File: src/rtl/gost89_cfb_stream_ctrl.sv
// gost89_cfb_stream_ctrl
// Block sequencer for one GOST 28147-89 CFB core. It loads the IV gamma, then
// feeds 64-bit blocks from the input stream into the core one at a time. It
// waits for the core to finish and presents each result on the output stream.
// The core is held out of reset for the whole message so its gamma chains
// from block to block.
//
// Ports
//   clk, reset_n          rising-edge clock, asynchronous active-low reset
//   start, iv, abort      begin a message (iv sampled), synchronous cancel
//   s_valid/s_data/s_last/s_ready   input block stream
//   m_valid/m_data/m_last/m_ready   result block stream
//   core_reset/core_load/core_in    core control and data
//   core_out/core_busy              core result and busy flag
//   busy, done, error, blk_count    status: not idle, end pulse, sticky timeout,
//                                   blocks emitted in the current message
//
// State    | meaning
// ---------+----------------------------------------------------------
// IDLE     | core held in reset, core_in follows iv, waiting for start
// IV       | one cycle of reset with the registered iv on core_in
// WAIT_IN  | core released, accepting the next input block
// LOAD     | one-cycle core_load pulse with the registered block
// RUN      | waiting for core_busy to drop, bounded by TIMEOUT cycles
// OUT      | result presented until the output handshake
module gost89_cfb_stream_ctrl #(
    parameter int unsigned TIMEOUT = 255
) (
    input  logic        clk,
    input  logic        reset_n,
    input  logic        start,
    input  logic [63:0] iv,
    input  logic        abort,
    input  logic        s_valid,
    input  logic [63:0] s_data,
    input  logic        s_last,
    output logic        s_ready,
    output logic        m_valid,
    output logic [63:0] m_data,
    output logic        m_last,
    input  logic        m_ready,
    output logic        core_reset,
    output logic        core_load,
    output logic [63:0] core_in,
    input  logic [63:0] core_out,
    input  logic        core_busy,
    output logic        busy,
    output logic        done,
    output logic        error,
    output logic [15:0] blk_count
);

    typedef enum logic [2:0] {
        ST_IDLE,
        ST_IV,
        ST_WAIT_IN,
        ST_LOAD,
        ST_RUN,
        ST_OUT
    } state_t;

    // RUN counter starts at 0; it times out on the TIMEOUT-th busy cycle.
    localparam logic [7:0] RUN_TC = 8'(TIMEOUT - 1);

    state_t      state_q;
    logic [63:0] iv_q;
    logic [63:0] data_q;
    logic        last_q;
    logic [63:0] m_data_q;
    logic        m_last_q;
    logic        m_valid_q;
    logic        done_q;
    logic        error_q;
    logic [15:0] blk_cnt_q;
    logic [7:0]  run_cnt_q;

    always_ff @(posedge clk or negedge reset_n) begin
        if (!reset_n) begin
            state_q   <= ST_IDLE;
            iv_q      <= '0;
            data_q    <= '0;
            last_q    <= 1'b0;
            m_data_q  <= '0;
            m_last_q  <= 1'b0;
            m_valid_q <= 1'b0;
            done_q    <= 1'b0;
            error_q   <= 1'b0;
            blk_cnt_q <= '0;
            run_cnt_q <= '0;
        end else begin
            done_q <= 1'b0;
            if (abort && (state_q != ST_IDLE)) begin
                state_q   <= ST_IDLE;
                m_valid_q <= 1'b0;
                done_q    <= 1'b0 | 1'b1;
            end else begin
                case (state_q)
                    ST_IDLE: begin
                        if (start) begin
                            iv_q      <= iv;
                            blk_cnt_q <= '0;
                            error_q   <= 1'b0;
                            state_q   <= ST_IV;
                        end
                    end
                    ST_IV: state_q <= ST_WAIT_IN;
                    ST_WAIT_IN: begin
                        if (s_valid) begin
                            data_q  <= s_data;
                            last_q  <= s_last;
                            state_q <= ST_LOAD;
                        end
                    end
                    ST_LOAD: begin
                        run_cnt_q <= '0;
                        state_q   <= ST_RUN;
                    end
                    ST_RUN: begin
                        if (!core_busy) begin
                            m_data_q  <= core_out;
                            m_last_q  <= last_q;
                            m_valid_q <= 1'b1;
                            state_q   <= ST_OUT;
                        end else if (run_cnt_q == RUN_TC) begin
                            error_q <= 1'b1;
                            done_q  <= 1'b1;
                            state_q <= ST_IDLE;
                        end else begin
                            run_cnt_q <= run_cnt_q + 8'd1;
                        end
                    end
                    ST_OUT: begin
                        if (m_ready) begin
                            m_valid_q <= 1'b0;
                            blk_cnt_q <= blk_cnt_q + 16'd1;
                            if (m_last_q) begin
                                done_q  <= 1'b1;
                                state_q <= ST_IDLE;
                            end else begin
                                state_q <= ST_WAIT_IN;
                            end
                        end
                    end
                    default: state_q <= ST_IDLE;
                endcase
            end
        end
    end

    // Core data mux: live iv while idle so the core sees it under reset,
    // then the registered iv, then the registered block from WAIT_IN onward.
    always_comb begin
        core_in = data_q;
        case (state_q)
            ST_IDLE: core_in = iv;
            ST_IV:   core_in = iv_q;
            default: ;
        endcase
    end

    assign core_reset = (state_q == ST_IDLE) || (state_q == ST_IV);
    assign core_load  = (state_q == ST_LOAD);
    assign s_ready    = (state_q == ST_WAIT_IN);
    assign busy       = (state_q != ST_IDLE);
    assign m_valid    = m_valid_q;
    assign m_data     = m_data_q;
    assign m_last     = m_last_q;
    assign done       = done_q;
    assign error      = error_q;
    assign blk_count  = blk_cnt_q;

endmodule

File: config.mk
export PLATFORM = sky130hd
export DESIGN_NAME = gost89_cfb_stream_ctrl
export DESIGN_NICKNAME = d
export VERILOG_FILES = /design/src/rtl/gost89_cfb_stream_ctrl.sv
export SDC_FILE = /design/constraint.sdc
export NUM_CORES = 1
export LEC_CHECK = 0
export CORE_ASPECT_RATIO = 2
export CORE_UTILIZATION = 30
export DETAILED_ROUTE_END_ITERATION = 10
export PLACE_DENSITY = 0.56
export REMOVE_ABC_BUFFERS = 1
export SETUP_SLACK_MARGIN = 0.3
export SLEW_MARGIN = 20
export SYNTH_ARGS = -nofsm -noshare
export SYNTH_HDL_FRONTEND = slang
export SYNTH_SLANG_ARGS = --single-unit
File: constraint.sdc
create_clock -name clk -period 6.64 [get_ports clk]
set_input_delay 1.328 -clock clk [delete_from_list [all_inputs] [get_ports clk]]
set_output_delay 1.328 -clock clk [all_outputs]
set_load 0.01 [all_outputs]
**After elaboration in Yosys (flattened, before gate mapping)**

Index checks and enable logic that the tools add are counted.

- Word-level logic and storage cells: 76
- Flip-flop bits (word level): 224
- Output and inout port bits: 152
- Input bits: 200

- Add/sub/neg operators: 2
- Equal/unequal tests: 16
- Muxes and demuxes: 29
- Bitwise logic cells: 2
- Reduce and logical (&&, ||, !) cells: 16

Operators by type and width:

| kind | number |
|---|---|
| 64-bit case mux with 2 select lines | 1 |
| 16-bit 2-to-1 mux | 2 |
| 16-bit case mux with 2 select lines | 1 |
| 3-bit 2-to-1 mux | 6 |
| 3-bit case mux with 6 select lines | 1 |
| 16-bit by 1-bit adder with 16-bit output, second input constant | 1 |
| 8-bit 2-to-1 mux | 2 |
| 8-bit case mux with 2 select lines | 1 |
| 3-bit AND reduction | 4 |
| 4-bit AND reduction | 3 |
| 1-bit 2-to-1 mux | 11 |
| 2-bit inequality test, second input constant | 5 |
| 3-bit inequality test, second input constant | 3 |
| 8-bit by 1-bit adder with 8-bit output, second input constant | 1 |
| 8-bit == test, second input constant | 1 |
| 3-bit by 2-bit == test with 1-bit output, second input constant | 2 |
| 3-bit == test, second input constant | 2 |
| 1-bit case mux with 2 select lines | 3 |
| 2-bit nonzero test | 3 |
| 3-bit nonzero test | 2 |
| 5-bit AND reduction | 1 |
| 4-bit inequality test, second input constant | 1 |
| 3-bit by 1-bit == test with 1-bit output, second input constant | 1 |
| 3-bit logical NOT | 1 |
| 5 further kinds | 6 |

**Longest topological paths before layout**

- Word-level depth: 5
- Depth in mapped cells: 8
- Depth with buffers taken out: 6

**Worst setup path before layout**

OpenSTA, ideal clock, no wires.

- Path kind: input to register
- From: input port abort
- To: register m_data_q[24], in the netlist m_data[24]
- Required time: 6.515 ns
- Data arrival time: 2.878 ns
- Setup time: 0.125 ns
- Stages: 6
- Buffers on the path: 3
- Slack: 3.637 ns
- Cells stage by stage: or4b_2 > clkbuf_1 > nor2_1 > buf_4 > buf_6 > mux2_2

- Longest elaborated chain between the ends: 3

RTL lines:

| what | RTL line | source |
|---|---|---|
| start, declared | 33 | `input logic abort,` |
| 1-bit logical AND | 92 | `if (abort && (state_q != ST_IDLE)) begin` |
| 1-bit inverter (no line) | -- |  |
| 3-bit AND reduction (no line) | -- |  |
| end signal, assigned | 120 | `m_data_q <= core_out;` |
| end, declared | 69 | `logic [63:0] m_data_q;` |

Every way passes these cells.
A chain may end at the register's enable or synchronous reset.

**Worst setup path in the final report**

- From: register state_q[1]
- To: output port core_in[1]

- Longest elaborated chain between the ends: 2
- Elaborated cells on any way between the ends: 3
- Classes of those cells: eq/ne: 1; mux: 1; reduce/logical: 1

RTL lines:

| what | RTL line | source |
|---|---|---|
| start, declared | 65 | `state_t state_q;` |
| start signal, assigned | 79 | `state_q <= ST_IDLE;` |
| start signal, assigned | 93 | `state_q <= ST_IDLE;` |
| start signal, assigned | 103 | `state_q <= ST_IV;` |
| 3-bit by 1-bit == test with 1-bit output / 3-bit logical NOT (equally long branches) | 154 | `case (state_q)` |
| 64-bit case mux with 2 select lines (*) | 154 |  |
| end, declared | 44 | `output logic [63:0] core_in,` |

Every way passes the cells marked *; elsewhere a longest branch is shown, timed or not.

==> flow_summary.ini <==
[status]
outcome = finished, final reports clean

[cells_and_area]
nFillCells = 3263
multiInputGateArea_mm2 = 0.004318
seqCellArea_mm2 = 0.005609
nNetsFinal = 1485
final_cells = 1742
drive_gt1_frac = 0.1426
area_growth_pct = 45.82

[sta]
post-route-min-period_ns = 4.704
finalSetupViolations = 0
setup_tns_ns = 0
hold_violations = 0
hold_slack_ns = 0.4744
slew-limit-headroom = 0.3341
rsz0062_at_grt = false
maxClockFrequency_mhz = 212.6
drv_slew = 0
post-route-period-util = 0.7085
tightest_slew_ns = 0.9989
worst_clock_skew_ns = 0.01107

[detailed_routing]
drtPass1Iterations = 4
vias = 8155
wl_per_cell_um = 18.38
drt_iter0_markers = 240
routed_wl_mm = 32.03
via_per_inst = 4.681
drc = 0
final_antenna_net_count = 0

[setup_path]
timing.rr.start = state_q[0]
r2r-end = m_data[17]
endpoint_kind = output pin
worstSetupStartpointType = flop
rr_worst_depth = 5
required_ns = 5.31
r2r_slack_ns = 3.01
criticalPathCategory = flop to output pin
path_max_fanout = 93
crit_path_end = core_in[1]
arrival_ns = 3.38
critical_path.startpoint = state_q[1]

[pwr]
p_seq_frac = 0.374
vdd_drop_max_mv = 0.2873
power.internal_w = 0.003923
p_sw_frac = 0.3334
power_density_mw_per_mm2 = 395.2
leakagePower_nw = 6.482
switchingPower_w = 0.001962
combPwrFrac = 0.394
clkPwrFrac = 0.232

[grt]
grtUsageTotal = 0.1863
grt_antenna_before_repair = 9
grt_pass1_vias = 8587
grt_pass1_wl_mm = 49.59
overflow = 0
grt_max_degree = 124

[cts]
cts_root_buf = clkbuf_16
ctsResizeCount = 0
clock_latency_ns = 0.53
cts_made_buffers = 23
clkSinkCount = 224
post_cts_buffers = 0
path_clk_slew_ns = 0.06
clockBufferDepth = 3
cts_tree = done
htreeDepth = 1
ctsHoldBuffers = 0

[logic_synthesis]
syn_area_per_cell_um2 = 10.65
synth-async-reset-ratio = 1.000
ys_ff_latch = 224
syn-instance-count = 959
yosysSeqAreaShare = 0.5490
ys_warn_count = 0
synth_cell_types = 43
synth_edf_count = 0
synth_area_mm2 = 0.01021
synth_ff_type = dfrtp_1

[place]
io_buffers = 351
place_hpwl_mm = 22.46
dp.cells = 1693
gp_congestion = 0.8118

[floorplanning]
die_w_um = 132.5
core.rowCount = 95
ios = 352
initial_utilization = 0.3046
die_y_um = 262.9
core_mm2 = 0.03352
die-area_mm2 = 0.03482

[min_path]
hold_class = flop to flop

[run]
maxCapViolations = 0
[layer usage]
metal | track usage | vias to the layer above | routed length, um
li1 | - | 3909 | -
met1 | 0.1862 | 3956 | 11140
met2 | 0.3589 | 218 | 17980
met3 | 0.03260 | 72 | 1458
met5 | 0 | - | 0
met4 | 0.09786 | 0 | 1447
[placed cells by master, fill, tap and decap left out, types with 4 or more instances in the layout]
cell,Yosys,layout
a211oi_1,6,6
a21oi_1,13,13
a31oi_1,4,4
buf_4,1,6
clkbuf_16,0,23
clkbuf_8,0,8
clkdlybuf4s50_1,0,350
dfrtp_1,224,223
diode_2,0,9
inv_1,8,8
mux2_2,131,131
mux2i_1,65,65
nand2_1,279,278
nand3_1,12,11
nand4_1,7,7
nor2_1,14,13
nor3_1,9,9
o21ai_0,78,78
or3_1,6,6
xnor2_1,7,7
[registers in the layout (all words and copies together) (netlist names)]
register   count
blk_count     16
data_q        64
done           1
error          1
iv_q          64
last_q         1
m_data        64
m_last         1
m_valid        1
run_cnt_q      8
state_q        3
[critical path: stages, from the launching register on]
cell and delay (ns):
dfrtp_1 0.74, or2_4 0.89, buf_4 0.43, nand2_1 0.08
o21ai_0 0.09, clkdlybuf4s50_1 0.59
[worst min-delay path by stage]
stage / cells after the start / endpoint / slack, ns / from
5_1_grt: 2 / iv_q[20] / 0.49 / iv_q[20]
3_3_place_gp: 2 / iv_q[12] / 0.46 / iv_q[12]
3_5_place_dp: 2 / iv_q[55] / 0.46 / iv_q[55]
4_1_cts: 2 / iv_q[23] / 0.48 / iv_q[23]
6_report: 2 / iv_q[48] / 0.47 / iv_q[48]
2_1_floorplan: 2 / iv_q[0] / 0.45 / iv_q[0]
[kinds of logic (layout without fill, tap and decap cells)]
kind of cell / Yosys count / after routing / synth area share
adder cells (fa/ha/maj): 3 / 3 / 0.003676
AO/OA/AOI/OAI: 114 / 114 / 0.06212
AND/OR/NAND/NOR: 347 / 347 / 0.1403
buffers and inverters: 68 / 406 / 0.03076
multiplexers: 196 / 196 / 0.2082
other: 0 / 9 / 0
flip-flops: 224 / 224 / 0.5490
XOR/XNOR: 7 / 7 / 0.006004
[power groups by stage]
stage / registers [W] / clock network, W / logic, W
final: 0.00220 / 0.00136 / 0.00232
after floorplan: 0.00222 / 0 / 0.00111
after global placement: 0.00221 / 0 / 0.00234
after global routing: 0.00227 / 0.00146 / 0.00253
after CTS: 0.00220 / 0.00141 / 0.00237
after detailed placement: 0.00223 / 0 / 0.00236
[final cells by class]
cell class                 count  share of cell area
multi-input combinational    667              0.2900
timing repair buffer         358              0.2407
tap                          436             0.03664
clock buffer                  34             0.04681
sequential                   224              0.3767
clock inverter                 6            0.005630
antenna                        9            0.001513
inverter                       8            0.002017
[cell usage after synthesis, drive strengths merged (4+ instances only)]
library cell  instances  area share
a31oi                 4      0.0025
buf                  23       0.014
a21oi                13      0.0064
o21ai                78       0.038
mux2                131        0.14
inv                   8      0.0029
clkbuf               37       0.014
dfrtp               224        0.55
nor2                 14      0.0051
nand3                12      0.0059
xnor2                 7      0.0060
nand4                 7      0.0043
mux2i                65       0.064
a211oi                6      0.0044
nand2               279        0.10
or3                   6      0.0037
nor3                  9      0.0044
[per-stage QoR]
stage / power (W) / utilization / worst slack, ns / instance area (um^2)
after floorplan: 0.003325 / - / 0.6402 / 9927
after global placement: 0.004543 / 0.4202 / 2.431 / 14090
after detailed placement: 0.004586 / 0.4202 / 2.439 / 14090
after CTS: 0.005988 / 0.4435 / 1.878 / 14870
after global routing: 0.006258 / 0.4442 / 1.646 / 14890
final: 0.005884 / 0.4442 / 1.936 / 14890
Power figures use the tool's default switching activity.
==> edit, RTL diff (same settings) <==
One comparison of `run_cnt_q` changes from == to >=.
--- a/src/rtl/gost89_cfb_stream_ctrl.sv
+++ b/src/rtl/gost89_cfb_stream_ctrl.sv
@@ -122,5 +122,5 @@
                             m_valid_q <= 1'b1;
                             state_q   <= ST_OUT;
-                        end else if (run_cnt_q == RUN_TC) begin
+                        end else if (run_cnt_q >= RUN_TC) begin
                             error_q <= 1'b1;
                             done_q  <= 1'b1;
Function: same outputs for any inputs over 4 cycles, from zero or initial values and one cycle with reset_n low; that may be too few to reach the edited logic, so the function may still have changed.
==> edit against the unedited design <==
Global-route usage decreased by 0.55 points; register-to-register slack better by 340 ps; hold slack gained 16 ps; die area decreased by 0.52%; worst setup slack improved by 180 ps; area after synthesis shrank 0.53%; sequential power rose by 5%; utilization fell by 0.17 points; sequential cell count stayed put; routed wire length down 3.3%; clock power down 9.6%; cell area is 0.39% lower; power grew 1.2%.
==> edit: results <==
group,metric,value,unit
outcome,run_status,"completed",
grt,grt_pass1_vias,8264,
setup_path,slowest_delay,960,ps
logic_synthesis,synth_compound_area_frac,0.0675,
setup_path,critical_register_to_register_path_endpoint,"data_q[11]",
placed_design,hpwl,22000,microns
finish,final.clkbuf_count,32,
logic_synthesis,synth_fa_ha_area_frac,0.00370,
finish,layout.filler_cells,3229,
logic_synthesis,synth-xor-area-share,0.00517,
power_and_ir_drop,static-leakage-power,6.10,nW
placed_design,finalWeightedCongestion,0.813,
finish,layout_cell_share_with_drive_strength_beyond_1,0.212,
min_path,min_path_cells,1,
route,detail_route.wirelength.met1,10300,microns
finish,n_antenna_cell,12,
logic_synthesis,synth_top_flop_cell,"dfrtp_1",
logic_synthesis,synthesis.area_per_instance,12.5,sq um
route,met3WireLength,1410,microns
setup_path,critical_path.max_fanout,42,
die,dieWidth,132,microns
finish,seq-cell-share,0.378,
route,drt_first_pass_iters,4,
finish,layout.non_clock_buffers,358,
min_path,hp-start,"run_cnt_q[7]",
placed_design,preCtsSetupSlack,2490,ps
sta,tightest_slew,1050,ps
min_path,holdPathEnd,"run_cnt_q[7]",
finish,clock_tree_area_fraction,0.0463,
finish,multi_input_area,4320,sq um
placed_design,place.detailed.instances,1553,
route,vias,7667,
grt,global_route.usage.met1,0.176,
finish,finalNetCount,1346,
grt,antenna_found_initial,12,
logic_synthesis,yosys-mux-area-fraction,0.278,
power_and_ir_drop,power.switching,1.89,mW
setup_path,arrival_time_at_the_worst_endpoint,3200,ps
grt,met2_capacity_usage_during_global_routing,0.347,
sta,holdWs,490,ps
setup_path,rr_worst_depth,4,
sta,final.setup_skew,5.10,ps
finish,layout.comb_gates.multi_input,525,
grt,grtUsageMet3,0.0313,
route,met2RoutedLength,17800,microns
power_and_ir_drop,power.ir.vdd_worst,0.000217,V
finish,bufAreaShareNonClock,0.243,
setup_path,crit_slowest_cell,"dfrtp_4",
finish,nNonClkInverters,11,
grt,grt.total_usage,0.181,
grt,grt_start_max_net_pins,121,
setup_path,r2r_slack,3350,ps
logic_synthesis,fraction_of_the_yosys_area_taken_by_sequential_cells,0.552,
finish,seqCellArea,5610,sq um
logic_synthesis,commonest_cells_post_synth,"224 x dfrtp_1, 194 x mux2_2, 76 x nand2_1",
logic_synthesis,synthTopCellsByArea,"dfrtp_1 55%, mux2_2 22%, mux2i_1 6.3%",
route,routed_wirelength,31000,microns
placed_design,placed_area,14100,sq um
grt,grt_pass1_wl,47900,microns
==> edit: worst max-delay path by stage <==
stage / start / endpoint / slack, ps / depth (start not counted)
floorplan: state_q[0] / m_data[0] / -2510 / 2
global placement: state_q[2] / core_in[61] / 2520 / 5
detailed placement: state_q[2] / core_in[27] / 2490 / 5
CTS: state_q[2] / core_in[27] / 1920 / 5
global route: state_q[0] / core_in[13] / 1930 / 4
finish: state_q[0] / core_in[1] / 2120 / 4
==> edit: power by group through the flow <==
stage / logic [mW] / clock network, mW / registers, mW
2_1_floorplan: 1.15 / 0 / 2.33
3_3_place_gp: 2.43 / 0 / 2.30
3_5_place_dp: 2.45 / 0 / 2.32
4_1_cts: 2.46 / 1.28 / 2.30
5_1_grt: 2.61 / 1.33 / 2.38
6_report: 2.43 / 1.23 / 2.30
==> edit: worst reg2reg max path: stages, from the launching register on <==
cell and delay (ps):
dfrtp_4 960, buf_4 660, nor3_1 260, nand2_4 830, mux2_2 460
